File: src/rtl/mem_port_arbiter.sv
// Shares one single-ported memory between instruction fetch and data access, one transaction at a time.
// Latency: grant at the edge a request is seen; completion is combinational with mem_ack (2 cycles minimum).
// Backpressure: requesters hold req (stalled) until their valid pulse; a hung memory is aborted after TIMEOUT cycles.
module mem_port_arbiter #(
   parameter int MAX_IF_WAIT = 4,
   parameter int TIMEOUT     = 16
) (
   input  logic        clk,
   input  logic        reset,
   input  logic        if_req,
   input  logic [31:0] if_addr,
   output logic [31:0] if_rdata,
   output logic        if_valid,
   input  logic        dm_req,
   input  logic        dm_we,
   input  logic [31:0] dm_addr,
   input  logic [31:0] dm_wdata,
   input  logic [3:0]  dm_wstrb,
   output logic [31:0] dm_rdata,
   output logic        dm_valid,
   output logic        mem_req,
   output logic        mem_we,
   output logic [31:0] mem_addr,
   output logic [31:0] mem_wdata,
   output logic [3:0]  mem_wstrb,
   input  logic        mem_ack,
   input  logic [31:0] mem_rdata,
   output logic        stall_if,
   output logic        stall_mem,
   output logic        bus_err
);

   localparam logic [1:0] IDLE    = 2'd0;
   localparam logic [1:0] BUSY_IF = 2'd1;
   localparam logic [1:0] BUSY_DM = 2'd2;

   localparam int SW = $clog2(MAX_IF_WAIT + 1);
   localparam int TW = (TIMEOUT > 2) ? $clog2(TIMEOUT) : 1;
   localparam logic [SW-1:0] STARVE_MAX = SW'(MAX_IF_WAIT);
   localparam logic [TW-1:0] TMO_LAST   = TW'(TIMEOUT - 1);

   logic [1:0]    state;
   logic [SW-1:0] starve;
   logic [TW-1:0] tcnt;
   logic          busy;
   logic          timeout_hit;
   logic          done;
   logic          conflict;
   logic          if_wins;
   logic          grant_if;
   logic          grant_dm;

   assign busy        = (state != IDLE);
   // ack on the last allowed cycle still counts as a normal completion
   assign timeout_hit = busy & ~mem_ack & (tcnt == TMO_LAST);
   assign done        = busy & (mem_ack | timeout_hit);

   // DM has priority unless fetch has already lost MAX_IF_WAIT conflicts in a row
   assign conflict = if_req & dm_req;
   assign if_wins  = if_req & (~dm_req | (starve == STARVE_MAX));
   assign grant_if = (state == IDLE) & if_wins;
   assign grant_dm = (state == IDLE) & dm_req & ~if_wins;

   assign if_valid  = (state == BUSY_IF) & done;
   assign dm_valid  = (state == BUSY_DM) & done;
   // an aborted transaction returns zero data
   assign if_rdata  = (if_valid & mem_ack) ? mem_rdata : '0;
   assign dm_rdata  = (dm_valid & mem_ack) ? mem_rdata : '0;
   assign bus_err   = timeout_hit;
   assign stall_if  = if_req & ~if_valid;
   assign stall_mem = dm_req & ~dm_valid;

   // arbitration FSM: grant from IDLE, return to IDLE on ack or abort
   always_ff @(posedge clk or posedge reset) begin
      if (reset) begin
         state <= IDLE;
      end else begin
         case (state)
            IDLE: begin
               if (grant_if)
                  state <= BUSY_IF;
               else if (grant_dm)
                  state <= BUSY_DM;
            end
            default: begin
               if (done)
                  state <= IDLE;
            end
         endcase
      end
   end

   // memory-side request registers, captured from the winner and held until completion
   always_ff @(posedge clk or posedge reset) begin
      if (reset) begin
         mem_req   <= 1'b0;
         mem_we    <= 1'b0;
         mem_addr  <= '0;
         mem_wdata <= '0;
         mem_wstrb <= '0;
      end else if (grant_if) begin
         mem_req   <= 1'b1;
         mem_we    <= 1'b0;
         mem_addr  <= if_addr & 32'hFFFF_FFFC;
         mem_wdata <= '0;
         mem_wstrb <= '0;
      end else if (grant_dm) begin
         mem_req   <= 1'b1;
         mem_we    <= dm_we;
         mem_addr  <= dm_addr & 32'hFFFF_FFFC;
         mem_wdata <= dm_wdata;
         mem_wstrb <= dm_we ? dm_wstrb : 4'b0000;
      end else if (done) begin
         mem_req   <= 1'b0;
         mem_we    <= 1'b0;
         mem_wstrb <= '0;
      end
   end

   // count conflicts lost by fetch; any fetch grant clears the count
   always_ff @(posedge clk or posedge reset) begin
      if (reset)
         starve <= '0;
      else if (grant_if)
         starve <= '0;
      else if (grant_dm & conflict & (starve != STARVE_MAX))
         starve <= starve + 1'b1;
   end

   // busy-cycle counter for the hung-memory abort
   always_ff @(posedge clk or posedge reset) begin
      if (reset)
         tcnt <= '0;
      else if (~busy | done)
         tcnt <= '0;
      else
         tcnt <= tcnt + 1'b1;
   end

endmodule

File: config.mk
export PLATFORM = sky130hd
export DESIGN_NAME = mem_port_arbiter
export DESIGN_NICKNAME = d
export VERILOG_FILES = /design/src/rtl/mem_port_arbiter.sv
export SDC_FILE = /design/constraint.sdc
export NUM_CORES = 1
export LEC_CHECK = 0
export ABC_AREA = 1
export CAP_MARGIN = 20
export CORE_MARGIN = 10
export CORE_UTILIZATION = 35
export CTS_CLUSTER_DIAMETER = 120
export DETAILED_ROUTE_END_ITERATION = 12
export GPL_TIMING_DRIVEN = 1
export PLACE_DENSITY = 0.82
export SYNTH_ARGS = -nofsm -noshare
export SYNTH_HDL_FRONTEND = slang
export SYNTH_SLANG_ARGS = --single-unit
File: constraint.sdc
create_clock -name clk -period 3.1 [get_ports clk]
set_input_delay 0.62 -clock clk [delete_from_list [all_inputs] [get_ports clk]]
set_output_delay 0.62 -clock clk [all_outputs]
set_load 0.02 [all_outputs]
== Yosys cells after proc, flatten, opt, wreduce, memory -nomap -nowiden ==
Index checks and enable logic that the tools add are counted.

* Word-level logic and storage cells: 70
* Flip-flop bits (word level): 79

* Eq/ne operators: 6
* $add $sub $neg: 2
* Bitwise gates (word level): 25
* Mux-type cells: 22
* Reduce and logical (&&, ||, !) cells: 7

{| class="wikitable"
|+ Operators with widths
! operator !! number
|-
| $mux W32 || 6
|-
| $mux W4 || 5
|-
| $and A1 B1 Y1 || 16
|-
| $mux W2 || 4
|-
| $reduce_bool A2 Y1 || 4
|-
| $mux W3 || 2
|-
| $ne A3 B3 Y1 const B || 2
|-
| $not A1 Y1 || 6
|-
| $mux W1 || 5
|-
| $add A4 B1 Y4 const B || 1
|-
| $eq A4 B4 Y1 const B || 1
|-
| $add A3 B1 Y3 const B || 1
|-
| $eq A3 B3 Y1 const B || 1
|-
| $or A1 B1 Y1 || 3
|-
| $reduce_bool A3 Y1 || 1
|-
| $eq A2 B1 Y1 const B || 1
|-
| $eq A2 B2 Y1 const B || 1
|-
| $logic_not A2 Y1 || 1
|-
| $reduce_and A2 Y1 || 1
|}

== Longest topological paths before layout ==
* Word-level depth: 9
* Depth in mapped cells: 9

== Worst setup path before layout ==
Ideal clock, no wire load.

* Kind: reg2out
* Start: register tcnt[0]
* End: output port stall_if
* Arrival time: 1274 ps
* Stages on the path, launching flop included: 7
* Required time: 2480 ps
* Buffers on the path: 0
* Path slack: 1206 ps
* Cell sequence: dfrtp_1 -> ha_1 -> nand3_1 -> o21ai_0 -> nand2_1 -> inv_1 -> nor2_1

* Cells in the longest elaborated chain, start to end: 7

{| class="wikitable"
|+ Ends and longest elaborated chain
! element !! RTL line !! source
|-
| start, declared || 44 || <nowiki>logic [TW-1:0] tcnt;</nowiki>
|-
| start signal, assigned || 137 || <nowiki>tcnt <= tcnt + 1'b1;</nowiki>
|-
| $eq A4 B4 Y1 || 55 || <nowiki>assign timeout_hit = busy & ~mem_ack & (tcnt == TMO_LAST);</nowiki>
|-
| $and A1 B1 Y1 || 55 ||
|-
| $or A1 B1 Y1 || 56 || <nowiki>assign done = busy & (mem_ack | timeout_hit);</nowiki>
|-
| $and A1 B1 Y1 || 56 ||
|-
| $and A1 B1 Y1 || 64 || <nowiki>assign if_valid = (state == BUSY_IF) & done;</nowiki>
|-
| named net if_valid || 13 || <nowiki>output logic if_valid,</nowiki>
|-
| $not A1 Y1 || 70 || <nowiki>assign stall_if = if_req & ~if_valid;</nowiki>
|-
| $and A1 B1 Y1 || 70 ||
|-
| end, declared || 28 || <nowiki>output logic stall_if,</nowiki>
|}

The timed path passes the listed nets, and every way through them passes these cells.

== Worst setup path after layout ==
* Start: input port mem_ack
* End: output port if_rdata[14]

* Cells in the longest elaborated chain, start to end: 8

{| class="wikitable"
|+ Ends and longest elaborated chain
! element !! RTL line !! source
|-
| start, declared || 26 || <nowiki>input logic mem_ack,</nowiki>
|-
| $not A1 Y1 || 55 ||
|-
| $and A1 B1 Y1 (2 in series) || 55 ||
|-
| $or A1 B1 Y1 || 56 ||
|-
| $and A1 B1 Y1 || 56 ||
|-
| $and A1 B1 Y1 || 64 ||
|-
| $and A1 B1 Y1 (*) || 67 || <nowiki>assign if_rdata = (if_valid & mem_ack) ? mem_rdata : '0;</nowiki>
|-
| $mux W32 (*) || 67 ||
|-
| end, declared || 12 || <nowiki>output logic [31:0] if_rdata,</nowiki>
|}

Every way passes the cells marked *; elsewhere a longest branch is shown, timed or not.

==> impl_metrics.ini <==
[drt]
viasPerCell = 4.71
vias = 4271
routedWlPerCell_microns = 16.6
postRouteWirelength_mm = 15.0
drt_iter0_markers = 169
ant_nets = 0
drc = 0
first_pass_iters = 5

[die]
die-area_sq_um = 15500
initial_utilization_pct = 35.5
dieWidth_microns = 124
core_sq_um = 10700
rows = 38
die_h_microns = 124
io_pins = 277

[logic_synthesis]
synth_top_area_share_pct = 50.6
synth_area_leaders = dfrtp_1, nand2_1, nand3_1
ys_seq_area_share_pct = 50.6
avgSynthCellArea_sq_um = 7.62
yosysTopAreaCell = dfrtp_1
synth-edff-count = 0
yosys_most_used_dff = dfrtp_1
ys_types = 25
ys_ff_latch = 77
syn-instance-count = 500
netlist_area_sq_um = 3810
synth_warnings = 0
yosysMostFrequentCell = nand2_1
async_flop_share_pct = 100
synthTopCellsByCount = nand2_1, dfrtp_1, nand3_1, nor2_1, inv_1

[critical_path]
arrival_ns = 2.27
slowest_stage = clkdlybuf4s50_1
cp-end-kind = output pin
r2r_start = state[1]$_DFFE_PP0P_
regToRegSetupSlack_ns = 1.18
path_cells = clkdlybuf4s50_1 > nand2_1 > buf_4 > nor2_1 > clkdlybuf4s50_1
path_common_cell = clkdlybuf4s50_1
r2r_cells = 6
start_kind = input pin
crit_fanout = 32
rr_endpoint = mem_wdata[22]$_DFFE_PP0P_
cp.required_ns = 2.48
slowest_delay_ns = 0.63
critPathKind = in -> out

[timing]
setup_slack_ns = 0.211
rsz0062_at_grt = no
max_slew_margin_pct = 62.0
fin_crit_ns = 2.89
setup_viol = 0
finalSetupTns_ns = 0
worst_slew_pin_slew_ns = 0.569
fmax_mhz = 346
hold_viol = 0
fin_crit_sh_pct = 93.2
slew_violations = 0
finalClockSkew_ns = 0.0139

[layout]
final.fill_count = 874
drive_gt1_share_pct = 4.18
antennaDiodeCount = 0
nets = 902
final-seq-area_sq_um = 1930
syn_to_final_growth_pct = 79.7
multi_input_area_sq_um = 1530

[global_route]
grt_pass1_wl_mm = 23.4
grt_antenna_before_repair = 0
grt_use_total_pct = 18.3
overflow = 0
grt_max_degree = 43
grt_pass1_vias = 4346

[clock_tree]
clkLatencyLatePin_ns = 0.34
ctsResizeCount = 0
ctsHoldBuffers = 0
cts_buffers = 9
cts-root-buf = clkbuf_8
clock_path_buffers = 2
cts.sinks = 77
htreeDepth = 3
cts_tree = built
postCtsSetupRepairBufs = 0
clkTransAtPathRegs_ns = 0.07

[run]
drv_cap = 0

[run_status]
status = finished, final reports clean

[place]
port_buffers = 270
place_ws_ns = 0.202
dp_hpwl_mm = 12.0
gp_congestion = 0.880

[hold_path]
hold_end = tcnt[0]$_DFF_PP0_
hold_path.startpoint = tcnt[0]$_DFF_PP0_
hold_class = reg -> reg
hold_depth = 1

[pwr]
p_leak_uw = 0.00313
power_density_nw_per_um2 = 831
p_total_uw = 5690
vdd_drop_max_mv = 0.460
[power by group]
part           internal [uW]  switching [uW]  leakage, uW
sequential              1460             268     0.000978
combinational           1400            1720      0.00204
clock                    495             355     0.000116
[worst max-delay path: cells and delay by family]
family	cells	cell delay (ns)
buffers and inverters	3	1.41
and+or+nand+nor	2	0.24
[placed cells by master, fill, tap and decap left out, drive strengths merged]
cell type,synthesis,final
a21oi,31,31
ha,3,3
clkbuf,13,12
clkdlybuf4s50,0,270
nor2,79,79
clkinv,0,2
o21bai,1,1
inv,49,49
conb,1,2
buf,17,9
bufinv,0,2
nand3b,1,1
o21ai,4,4
xor2,2,2
nand2,141,141
nor3,3,3
dfrtp,77,77
xnor2,1,1
nand3,77,77
[routing by layer]
layer | global-route usage [%] | vias to the layer above | routed length (microns)
met5 | 0 | - | 0
met1 | 19.5 | 1984 | 5660
li1 | - | 2064 | -
met2 | 32.5 | 203 | 7790
met3 | 6.64 | 20 | 1270
met4 | 6.31 | 0 | 336
[final cells by class]
type	count	share of cell area (%)
clock buffer	12	2.27
clock inverter	4	1.02
inverter	49	2.69
multi-input combinational	345	22.3
sequential	77	28.1
tap	140	2.56
timing repair buffer	279	41.0
[state kept, by name, summed over array words and instances, names as in the netlist]
register	count
mem_we	1
state	2
mem_wdata	32
mem_wstrb	4
tcnt	4
mem_req	1
starve	3
mem_addr	30
[through the flow]
step / instance area (sq um) / hold WS, ns / utilization (%) / std cells
floorplan: 3810 / 0.433 / - / 501
detailed placement: 6620 / 0.463 / 61.6 / 890
global placement: 6620 / 0.444 / 61.6 / 890
finish: 6850 / 0.467 / 63.7 / 906
CTS: 6850 / 0.473 / 63.7 / 906
global route: 6850 / 0.494 / 63.7 / 906
[logic make-up (layout without fill, tap and decap cells)]
group                      Yosys count  in the layout  share of synthesized area, %
DFF                                 77             77                          50.6
and+or+nand+nor                    301            301                          33.3
AOI/OAI and AO/OA                   36             36                          4.99
other                                1              2                        0.0984
xor gates and xnor gates             3              3                         0.690
buffers and inverters               79            344                          9.42
adders and majority gates            3              3                         0.985
[worst max path at each step]
stage                  from                  endpoint  slack [ns]  depth (start not counted)
global route        mem_ack                  stall_if        0.15                          7
detailed placement  mem_ack              if_rdata[14]        0.20                          5
floorplan             reset  mem_addr[10]$_DFFE_PP0P_        0.51                          1
finish              mem_ack              if_rdata[14]        0.21                          5
CTS                 mem_ack              if_rdata[14]        0.20                          5
global placement    mem_ack              if_rdata[14]        0.21                          5
Power figures use the tool's default switching activity.
